[src/rtl/rx_uart_pkg.sv]
// Shared definitions for the configurable UART receiver: FSM encodings,
// parity-mode constants, oversampling constants and the majority-vote helper.
package rx_uart_pkg;

    typedef enum logic [2:0] {
        ST_IDLE      = 3'd0,
        ST_START     = 3'd1,
        ST_DATA      = 3'd2,
        ST_PARITY    = 3'd3,
        ST_STOP      = 3'd4,
        ST_WAIT_HIGH = 3'd5
    } rxState_t;

    localparam int PARITY_NONE = 0;
    localparam int PARITY_ODD  = 1;
    localparam int PARITY_EVEN = 2;

    localparam int OVERSAMPLE  = 16;
    localparam int SAMPLE_TICK = 9;
    localparam int TICK_W      = $clog2(OVERSAMPLE);

    function automatic logic majority3(input logic a, input logic b, input logic c);
        return (a & b) | (a & c) | (b & c);
    endfunction

endpackage

[src/rtl/rx_uart_fifo.sv]
// First-word-fall-through FIFO with count-based status flags. A push and a
// read in the same cycle both take effect, including when empty or full.
module rx_uart_fifo #(
    parameter int WIDTH      = 8,
    parameter int LOG2_DEPTH = 4
) (
    input  logic             clk,
    input  logic             rst,
    input  logic             push,
    input  logic [WIDTH-1:0] pushData,
    input  logic             read,
    output logic [WIDTH-1:0] headData,
    output logic             dataPresent,
    output logic             halfFull,
    output logic             full
);

    localparam int DEPTH = 2 ** LOG2_DEPTH;

    logic [WIDTH-1:0]      mem_r [DEPTH];
    logic [LOG2_DEPTH-1:0] wrPtr_r;
    logic [LOG2_DEPTH-1:0] rdPtr_r;
    logic [LOG2_DEPTH:0]   count_r;
    logic                  doRead_s;
    logic                  doWrite_s;
    logic                  isEmpty_s;
    logic                  isFull_s;

    // Access qualification: an empty FIFO read only succeeds when a push bypasses it
    always_comb begin
        isEmpty_s = (count_r == (LOG2_DEPTH+1)'(0));
        isFull_s  = (count_r == (LOG2_DEPTH+1)'(DEPTH));
        doRead_s  = read && (!isEmpty_s || push);
        doWrite_s = push && (!isFull_s || read);
    end

    // Pointer and occupancy tracking
    always_ff @(posedge clk or posedge rst) begin
        if (rst) begin
            wrPtr_r <= '0;
            rdPtr_r <= '0;
            count_r <= '0;
        end else begin
            if (doWrite_s) wrPtr_r <= wrPtr_r + LOG2_DEPTH'(1);
            if (doRead_s)  rdPtr_r <= rdPtr_r + LOG2_DEPTH'(1);
            count_r <= count_r + (LOG2_DEPTH+1)'(doWrite_s) - (LOG2_DEPTH+1)'(doRead_s);
        end
    end

    // Storage array
    always_ff @(posedge clk) begin
        if (doWrite_s) mem_r[wrPtr_r] <= pushData;
    end

    // Head word and status, forced to zero while empty
    always_comb begin
        headData    = isEmpty_s ? '0 : mem_r[rdPtr_r];
        dataPresent = !isEmpty_s;
        halfFull    = (count_r >= (LOG2_DEPTH+1)'(DEPTH / 2));
        full        = isFull_s;
    end

endmodule

[src/rtl/rx_uart_cfg.sv]
// Configurable 16x-oversampled UART receiver feeding a FWFT FIFO.
// Define RX_UART_CFG_ERR_FLAGS_EN to store errored frames with frameErr/parityErr flags.
module rx_uart_cfg
    import rx_uart_pkg::*;
#(
    parameter int DATA_BITS  = 8,
    parameter int PARITY     = 0,
    parameter int STOP_BITS  = 1,
    parameter int LOG2_DEPTH = 4
) (
    input  logic                 clk,
    input  logic                 rst,
    input  logic                 x16BaudStrobe,
    input  logic                 serialIn,
    input  logic                 read,
    output logic [DATA_BITS-1:0] dataOut,
    output logic                 dataPresent,
    output logic                 halfFull,
    output logic                 full,
`ifdef RX_UART_CFG_ERR_FLAGS_EN
    output logic                 frameErr,
    output logic                 parityErr,
`endif
    output logic                 overrun
);

`ifdef RX_UART_CFG_ERR_FLAGS_EN
    localparam int ENTRY_W = DATA_BITS + 2;
`else
    localparam int ENTRY_W = DATA_BITS;
`endif

    rxState_t             state_r, stateNext_s;
    logic                 rxMeta_r, rxSync_r, lineLast_r;
    logic [TICK_W-1:0]    tick_r;
    logic [3:0]           bitCnt_r;
    logic                 sample7_r, sample8_r;
    logic [DATA_BITS-1:0] shift_r;
    logic                 parityErr_r, frameErr_r;
    logic                 pushReq_r, overrun_r;
    logic [ENTRY_W-1:0]   pushData_r, entry_s, head_s;
    logic                 bitVal_s, atSample_s, fallEdge_s, lastData_s, lastStop_s;
    logic                 shiftEn_s, parityChk_s, stopChk_s, frameDone_s;
    logic                 parityBad_s, frameErrFinal_s, pushNow_s;
    logic                 fifoFull_s, fifoPresent_s;

    assign bitVal_s        = majority3(sample7_r, sample8_r, rxSync_r);
    assign atSample_s      = x16BaudStrobe && (tick_r == TICK_W'(SAMPLE_TICK));
    assign fallEdge_s      = x16BaudStrobe && lineLast_r && !rxSync_r;
    assign lastData_s      = (bitCnt_r == 4'(DATA_BITS - 1));
    assign lastStop_s      = (bitCnt_r == 4'(STOP_BITS - 1));
    assign parityBad_s     = (PARITY == PARITY_EVEN) ? (^shift_r ^ bitVal_s) : ~(^shift_r ^ bitVal_s);
    assign frameErrFinal_s = frameErr_r | ~bitVal_s;

    // Line synchroniser and strobe-aligned edge history
    always_ff @(posedge clk or posedge rst) begin
        if (rst) begin
            rxMeta_r   <= 1'b1;
            rxSync_r   <= 1'b1;
            lineLast_r <= 1'b1;
        end else begin
            rxMeta_r <= serialIn;
            rxSync_r <= rxMeta_r;
            if (x16BaudStrobe) lineLast_r <= rxSync_r;
        end
    end

    // FSM state register
    always_ff @(posedge clk or posedge rst) begin
        if (rst) state_r <= ST_IDLE;
        else     state_r <= stateNext_s;
    end

    // FSM next-state logic; bit decisions happen only at the tick-9 strobe
    always_comb begin
        stateNext_s = state_r;
        case (state_r)
            ST_IDLE:      if (fallEdge_s) stateNext_s = ST_START; else stateNext_s = ST_IDLE;
            ST_START:     if (atSample_s) stateNext_s = bitVal_s ? ST_IDLE : ST_DATA;
                          else stateNext_s = ST_START;
            ST_DATA:      if (atSample_s && lastData_s)
                              stateNext_s = (PARITY != PARITY_NONE) ? ST_PARITY : ST_STOP;
                          else stateNext_s = ST_DATA;
            ST_PARITY:    if (atSample_s) stateNext_s = ST_STOP; else stateNext_s = ST_PARITY;
            ST_STOP:      if (atSample_s && lastStop_s) stateNext_s = ST_WAIT_HIGH;
                          else stateNext_s = ST_STOP;
            ST_WAIT_HIGH: if (rxSync_r) stateNext_s = ST_IDLE; else stateNext_s = ST_WAIT_HIGH;
            default:      stateNext_s = ST_IDLE;
        endcase
    end

    // FSM outputs: per-state sampling strobes and the frame-complete decision
    always_comb begin
        shiftEn_s   = 1'b0;
        parityChk_s = 1'b0;
        stopChk_s   = 1'b0;
        case (state_r)
            ST_DATA:   shiftEn_s   = atSample_s;
            ST_PARITY: parityChk_s = atSample_s;
            ST_STOP:   stopChk_s   = atSample_s;
            default:   shiftEn_s   = 1'b0;
        endcase
        frameDone_s = stopChk_s && lastStop_s;
`ifdef RX_UART_CFG_ERR_FLAGS_EN
        entry_s   = {frameErrFinal_s, parityErr_r, shift_r};
        pushNow_s = frameDone_s;
`else
        entry_s   = shift_r;
        pushNow_s = frameDone_s && !frameErrFinal_s && !parityErr_r;
`endif
    end

    // Oversampling datapath: tick counter, vote samples, shifter and error capture
    always_ff @(posedge clk or posedge rst) begin
        if (rst) begin
            tick_r      <= '0;
            bitCnt_r    <= 4'd0;
            sample7_r   <= 1'b1;
            sample8_r   <= 1'b1;
            shift_r     <= '0;
            parityErr_r <= 1'b0;
            frameErr_r  <= 1'b0;
            pushReq_r   <= 1'b0;
            pushData_r  <= '0;
        end else begin
            pushReq_r <= pushNow_s;
            if (frameDone_s) pushData_r <= entry_s;
            if (state_r == ST_IDLE) begin
                tick_r      <= '0;
                bitCnt_r    <= 4'd0;
                parityErr_r <= 1'b0;
                frameErr_r  <= 1'b0;
            end else if (x16BaudStrobe) begin
                tick_r <= tick_r + TICK_W'(1);
                if (tick_r == TICK_W'(SAMPLE_TICK - 2)) sample7_r <= rxSync_r;
                if (tick_r == TICK_W'(SAMPLE_TICK - 1)) sample8_r <= rxSync_r;
                if (atSample_s) bitCnt_r <= (stateNext_s != state_r) ? 4'd0 : bitCnt_r + 4'd1;
                if (shiftEn_s) shift_r <= {bitVal_s, shift_r[DATA_BITS-1:1]};
                if (parityChk_s) parityErr_r <= parityBad_s;
                if (stopChk_s && !bitVal_s) frameErr_r <= 1'b1;
            end
        end
    end

    // Sticky overrun: set on a dropped push, cleared by a read
    always_ff @(posedge clk or posedge rst) begin
        if (rst)                                     overrun_r <= 1'b0;
        else if (pushReq_r && fifoFull_s && !read)   overrun_r <= 1'b1;
        else if (read)                               overrun_r <= 1'b0;
        else                                         overrun_r <= overrun_r;
    end

    rx_uart_fifo #(
        .WIDTH      (ENTRY_W),
        .LOG2_DEPTH (LOG2_DEPTH)
    ) uFifo (
        .clk         (clk),
        .rst         (rst),
        .push        (pushReq_r),
        .pushData    (pushData_r),
        .read        (read),
        .headData    (head_s),
        .dataPresent (fifoPresent_s),
        .halfFull    (halfFull),
        .full        (fifoFull_s)
    );

    assign dataOut     = head_s[DATA_BITS-1:0];
    assign dataPresent = fifoPresent_s;
    assign full        = fifoFull_s;
    assign overrun     = overrun_r;
`ifdef RX_UART_CFG_ERR_FLAGS_EN
    assign parityErr   = head_s[DATA_BITS];
    assign frameErr    = head_s[DATA_BITS+1];
`endif

endmodule
[config.mk]
export PLATFORM = sky130hd
export DESIGN_NAME = rx_uart_cfg
export DESIGN_NICKNAME = d
export VERILOG_FILES = /design/src/rtl/rx_uart_pkg.sv /design/src/rtl/rx_uart_fifo.sv /design/src/rtl/rx_uart_cfg.sv
export SDC_FILE = /design/constraint.sdc
export NUM_CORES = 1
export LEC_CHECK = 0
export CELL_PAD_IN_SITES_DETAIL_PLACEMENT = 0
export CELL_PAD_IN_SITES_GLOBAL_PLACEMENT = 1
export CORE_MARGIN = 10
export CORE_UTILIZATION = 36
export DETAILED_ROUTE_END_ITERATION = 16
export GPL_TIMING_DRIVEN = 0
export PLACE_DENSITY_LB_ADDON = 0.08
export SLEW_MARGIN = 20
export SYNTH_ARGS = -nofsm -noshare
export SYNTH_HDL_FRONTEND = slang
export SYNTH_SLANG_ARGS = --single-unit
[constraint.sdc]
create_clock -name clk -period 3.2 [get_ports clk]
set_input_delay 0.32 -clock clk [delete_from_list [all_inputs] [get_ports clk]]
set_output_delay 0.32 -clock clk [all_outputs]
set_load 0.01 [all_outputs]
==> impl_metrics.tcl <==
set metrics [dict create \
    final_hold_viol_count 0 \
    r2r_cells 6 \
    pwr-share-clk_pct 34.3 \
    cp_cell_sequence "clkbuf_4 -> buf_6 -> mux4_2 -> a22oi_1 -> a21oi_1 -> clkdlybuf4s50_1" \
    place_congestion 0.698 \
    drt-initial-drc-count 269 \
    num_rows 52 \
    setup_viol 0 \
    die_y_um 163 \
    syn_area_um2 7400 \
    via_per_inst 4.98 \
    critPathKind "reg -> out" \
    grt_pass1_wl_mm 24.2 \
    yosysTopAreaCellShare_pct 52.0 \
    ir_worst_vdd_mv 0.476 \
    drc 0 \
    status "complete, no violations" \
    ant_nets 0 \
    cp-startpoint "uFifo.rdPtr_r[0]" \
    critPathRequiredTime_ns 2.88 \
    comb_power_share_pct 24.1 \
    area.growth.synth_to_final_pct 15.8 \
    avgSynthCellArea_um2 17.0 \
    grt_max_degree 33 \
    seq_area_frac_synth_pct 68.6 \
    ys.flop_type "edfxtp_1" \
    firstDrtPassIters 4 \
    p_seq_share_pct 41.7 \
    fmax_mhz 333 \
    synth_nets 458 \
    via_count 3756 \
    io_pins 17 \
    final_layout_size_suffix_gt1_share_pct 23.8 \
    die-area_um2 26700 \
    diodes 0 \
    final.min_clock_period_ns 3.01 \
    clock_path_buffers 2 \
    coreArea_um2 20200 \
    grt_pass1_vias 3971 \
    cp_slowest_cell "mux4_2" \
    htree_levels 4 \
    wirelength_mm 15.3 \
    whs_ns 0.215 \
    end_kind "primary output" \
    worstPathArrival_ns 2.69 \
    cp_max_fo 10 \
    swShare_pct 29.1 \
    p_leak_nw 3.18 \
    avgRoutedWirePerCell_um 20.2 \
    antenna_found_initial 0 \
    cts_inserted_buffers 17 \
    slowest_delay_ns 0.54 \
    setup-tns-final_ns 0 \
    syn_inst 435 \
    slew_viol_final 0 \
    dpl.hpwl_mm 9.84 \
    rsz0062_at_grt "false" \
    synthArstFlopShare_pct 27.7 \
    synthTopCellsByArea "edfxtp_1, dfrtp_1, mux4_2, ha_1, mux2_2" \
    reg2reg_slack_ns 0.50 \
    ys_types 54 \
    intPower_mw 4.55 \
    synth_edf_count 128 \
    synth_largest_area_cell "edfxtp_1" \
    port_buffers 15 \
    p_switching_mw 1.86 \
    grt.overflow.total 0 \
    maxSlewHeadroom_pct 42.1 \
    cts_root_buffer "clkbuf_16" \
    regToRegEndpoint "uFifo.mem_r[15][4]" \
    max_slew.worst_pin.slew_ns 0.865 \
    cts_tree "done" \
    fill_cells 1836 \
    clkLatencyLatePin_ns 0.43 \
    r2r_start "uFifo.count_r[2]" \
    fin_nets 494 \
    p_per_area_nw_per_um2 749 \
    cts-hold-fix-buffers 0 \
    grt_use_total_pct 12.2 \
    min_period_over_period_pct 93.9 \
    yosysWarnings 0 \
    hp-class "in -> async" \
    path_clk_slew_ns 0.07 \
    clock_sink_count 177 \
    ys_ff_latch 177 \
    die_w_um 163 \
    fin_skew_ns 0.0124 \
    maxCapViolations 0 \
    startpoint_type "flip-flop" \
    start_util_pct 36.6 \
]
-- timing repair --
action,in CTS,in global routing
gates resized for setup,1,2
buffers inserted,1,0
setup endpoints to repair,2,3
-- kinds of logic (layout without fill, tap and decap cells) --
group / after synthesis / count (layout) / synth area share [%]
XOR/XNOR: 19 / 19 / 2.44
AO/OA/AOI/OAI: 52 / 52 / 4.79
adder cells (fa/ha/maj): 18 / 18 / 3.15
flip-flops: 177 / 177 / 68.6
buffers and inverters: 41 / 90 / 2.52
AND/OR/NAND/NOR: 76 / 76 / 5.65
multiplexers: 52 / 52 / 12.8
-- synth_stat cells (2+ instances only) --
| cell | instances |
|---|---|
| nor2_1 | 22 |
| o21ai_0 | 8 |
| nand2_1 | 20 |
| ha_1 | 17 |
| clkbuf_1 | 4 |
| buf_4 | 3 |
| xnor2_1 | 14 |
| inv_1 | 22 |
| mux2_2 | 18 |
| a31oi_1 | 2 |
| nor2b_1 | 5 |
| nor3_1 | 5 |
| mux4_2 | 32 |
| dfstp_2 | 5 |
| buf_2 | 4 |
| buf_1 | 4 |
| a21o_1 | 2 |
| edfxtp_1 | 128 |
| dfrtp_1 | 44 |
| o21bai_1 | 2 |
| buf_6 | 2 |
| xor2_1 | 4 |
| nand4_1 | 5 |
| o2bb2ai_1 | 2 |
| a21oi_1 | 13 |
| and4bb_2 | 2 |
| nand2b_1 | 4 |
| a22oi_1 | 16 |
-- layout by cell type, fill, tap and decap left out, types with 4 or more instances in the layout --
| cell | n |
|---|---|
| mux4_2 | 32 |
| xnor2_1 | 14 |
| nand2_1 | 20 |
| a21oi_1 | 13 |
| nor2_1 | 22 |
| dfstp_2 | 5 |
| nand4_1 | 5 |
| o21ai_0 | 8 |
| ha_1 | 17 |
| clkdlybuf4s50_1 | 15 |
| nand2b_1 | 4 |
| clkbuf_16 | 17 |
| inv_6 | 6 |
| nor2b_1 | 5 |
| inv_1 | 21 |
| dfrtp_1 | 44 |
| xor2_1 | 4 |
| a22oi_1 | 15 |
| nor3_2 | 5 |
| clkbuf_1 | 5 |
| buf_4 | 4 |
| buf_2 | 4 |
| mux2_2 | 18 |
| edfxtp_1 | 128 |
-- layout make-up --
cell class | count | area (um^2) | area share [%]
repair buffers | 17 | 178 | 2.08
multi-input cells | 217 | 2160 | 25.2
clock buffers | 18 | 429 | 5.01
well taps | 270 | 338 | 3.95
inverters | 23 | 86.3 | 1.01
plain buffers | 18 | 104 | 1.21
flip-flops and latches | 177 | 5080 | 59.3
clock inverters | 14 | 191 | 2.24
-- worst max-delay path by stage --
stage / end / cells past startpoint
after CTS: dataOut[7] / 6
after global placement: uFifo.count_r[4] / 14
final: dataOut[7] / 6
after global routing: dataOut[7] / 6
after detailed placement: uFifo.count_r[4] / 14
after floorplan: uFifo.count_r[4] / 14
-- per-layer routing --
layer / GRT usage [%] / vias up / wire length [um] / share of wire, %
met2: 19.5 / 44 / 7490 / 49
met3: 2.82 / 15 / 381 / 2.5
met1: 16.2 / 1959 / 7160 / 47
li1: - / 1738 / - / -
met4: 3.73 / 0 / 241 / 1.6
met5: 0 / - / 0 / 0
-- sequential cells by signal, summed over array words and instances (netlist names) --
name,cells
pushReq_r,1
uFifo.count_r,5
rxMeta_r,1
entry_s,8
sample8_r,1
uFifo.wrPtr_r,4
uFifo.rdPtr_r,4
state_r,3
sample7_r,1
bitCnt_r,4
uFifo.mem_r,128
tick_r,4
overrun,1
parityErr_r,1
frameErr_r,1
rxSync_r,1
lineLast_r,1
pushData_r,8
-- per-stage QoR --
step | power [mW] | area, um^2 | cells | setup slack (ns) | util [%]
finish | 6.41 | 8560 | 754 | 0.194 | 42.3
global route | 6.76 | 8560 | 754 | 0.0557 | 42.3
CTS | 6.51 | 8550 | 754 | 0.0724 | 42.3
detailed placement | 4.29 | 7920 | 721 | 0.0253 | 39.2
global placement | 4.28 | 7880 | 720 | 0.0386 | 39.0
floorplan | 3.77 | 7400 | 435 | 0.553 | -
-- power by group through the flow --
| stage | Combinational [mW] | Sequential, mW | Clock [mW] |
|---|---|---|---|
| 3_5_place_dp | 1.57 | 2.72 | 0 |
| 3_3_place_gp | 1.56 | 2.72 | 0 |
| 6_report | 1.54 | 2.67 | 2.20 |
| 4_1_cts | 1.58 | 2.67 | 2.26 |
| 5_1_grt | 1.71 | 2.69 | 2.36 |
| 2_1_floorplan | 1.08 | 2.69 | 0 |
-- worst max-delay path, delay by kind of cell, from the launching register on --
kind	cells	cell delay [ns]
flip-flops	1	0.35
multiplexers	1	0.54
buffers and inverters	3	0.93
AO/OA/AOI/OAI	2	0.44
No activity file was read; power rests on OpenSTA's default activity.
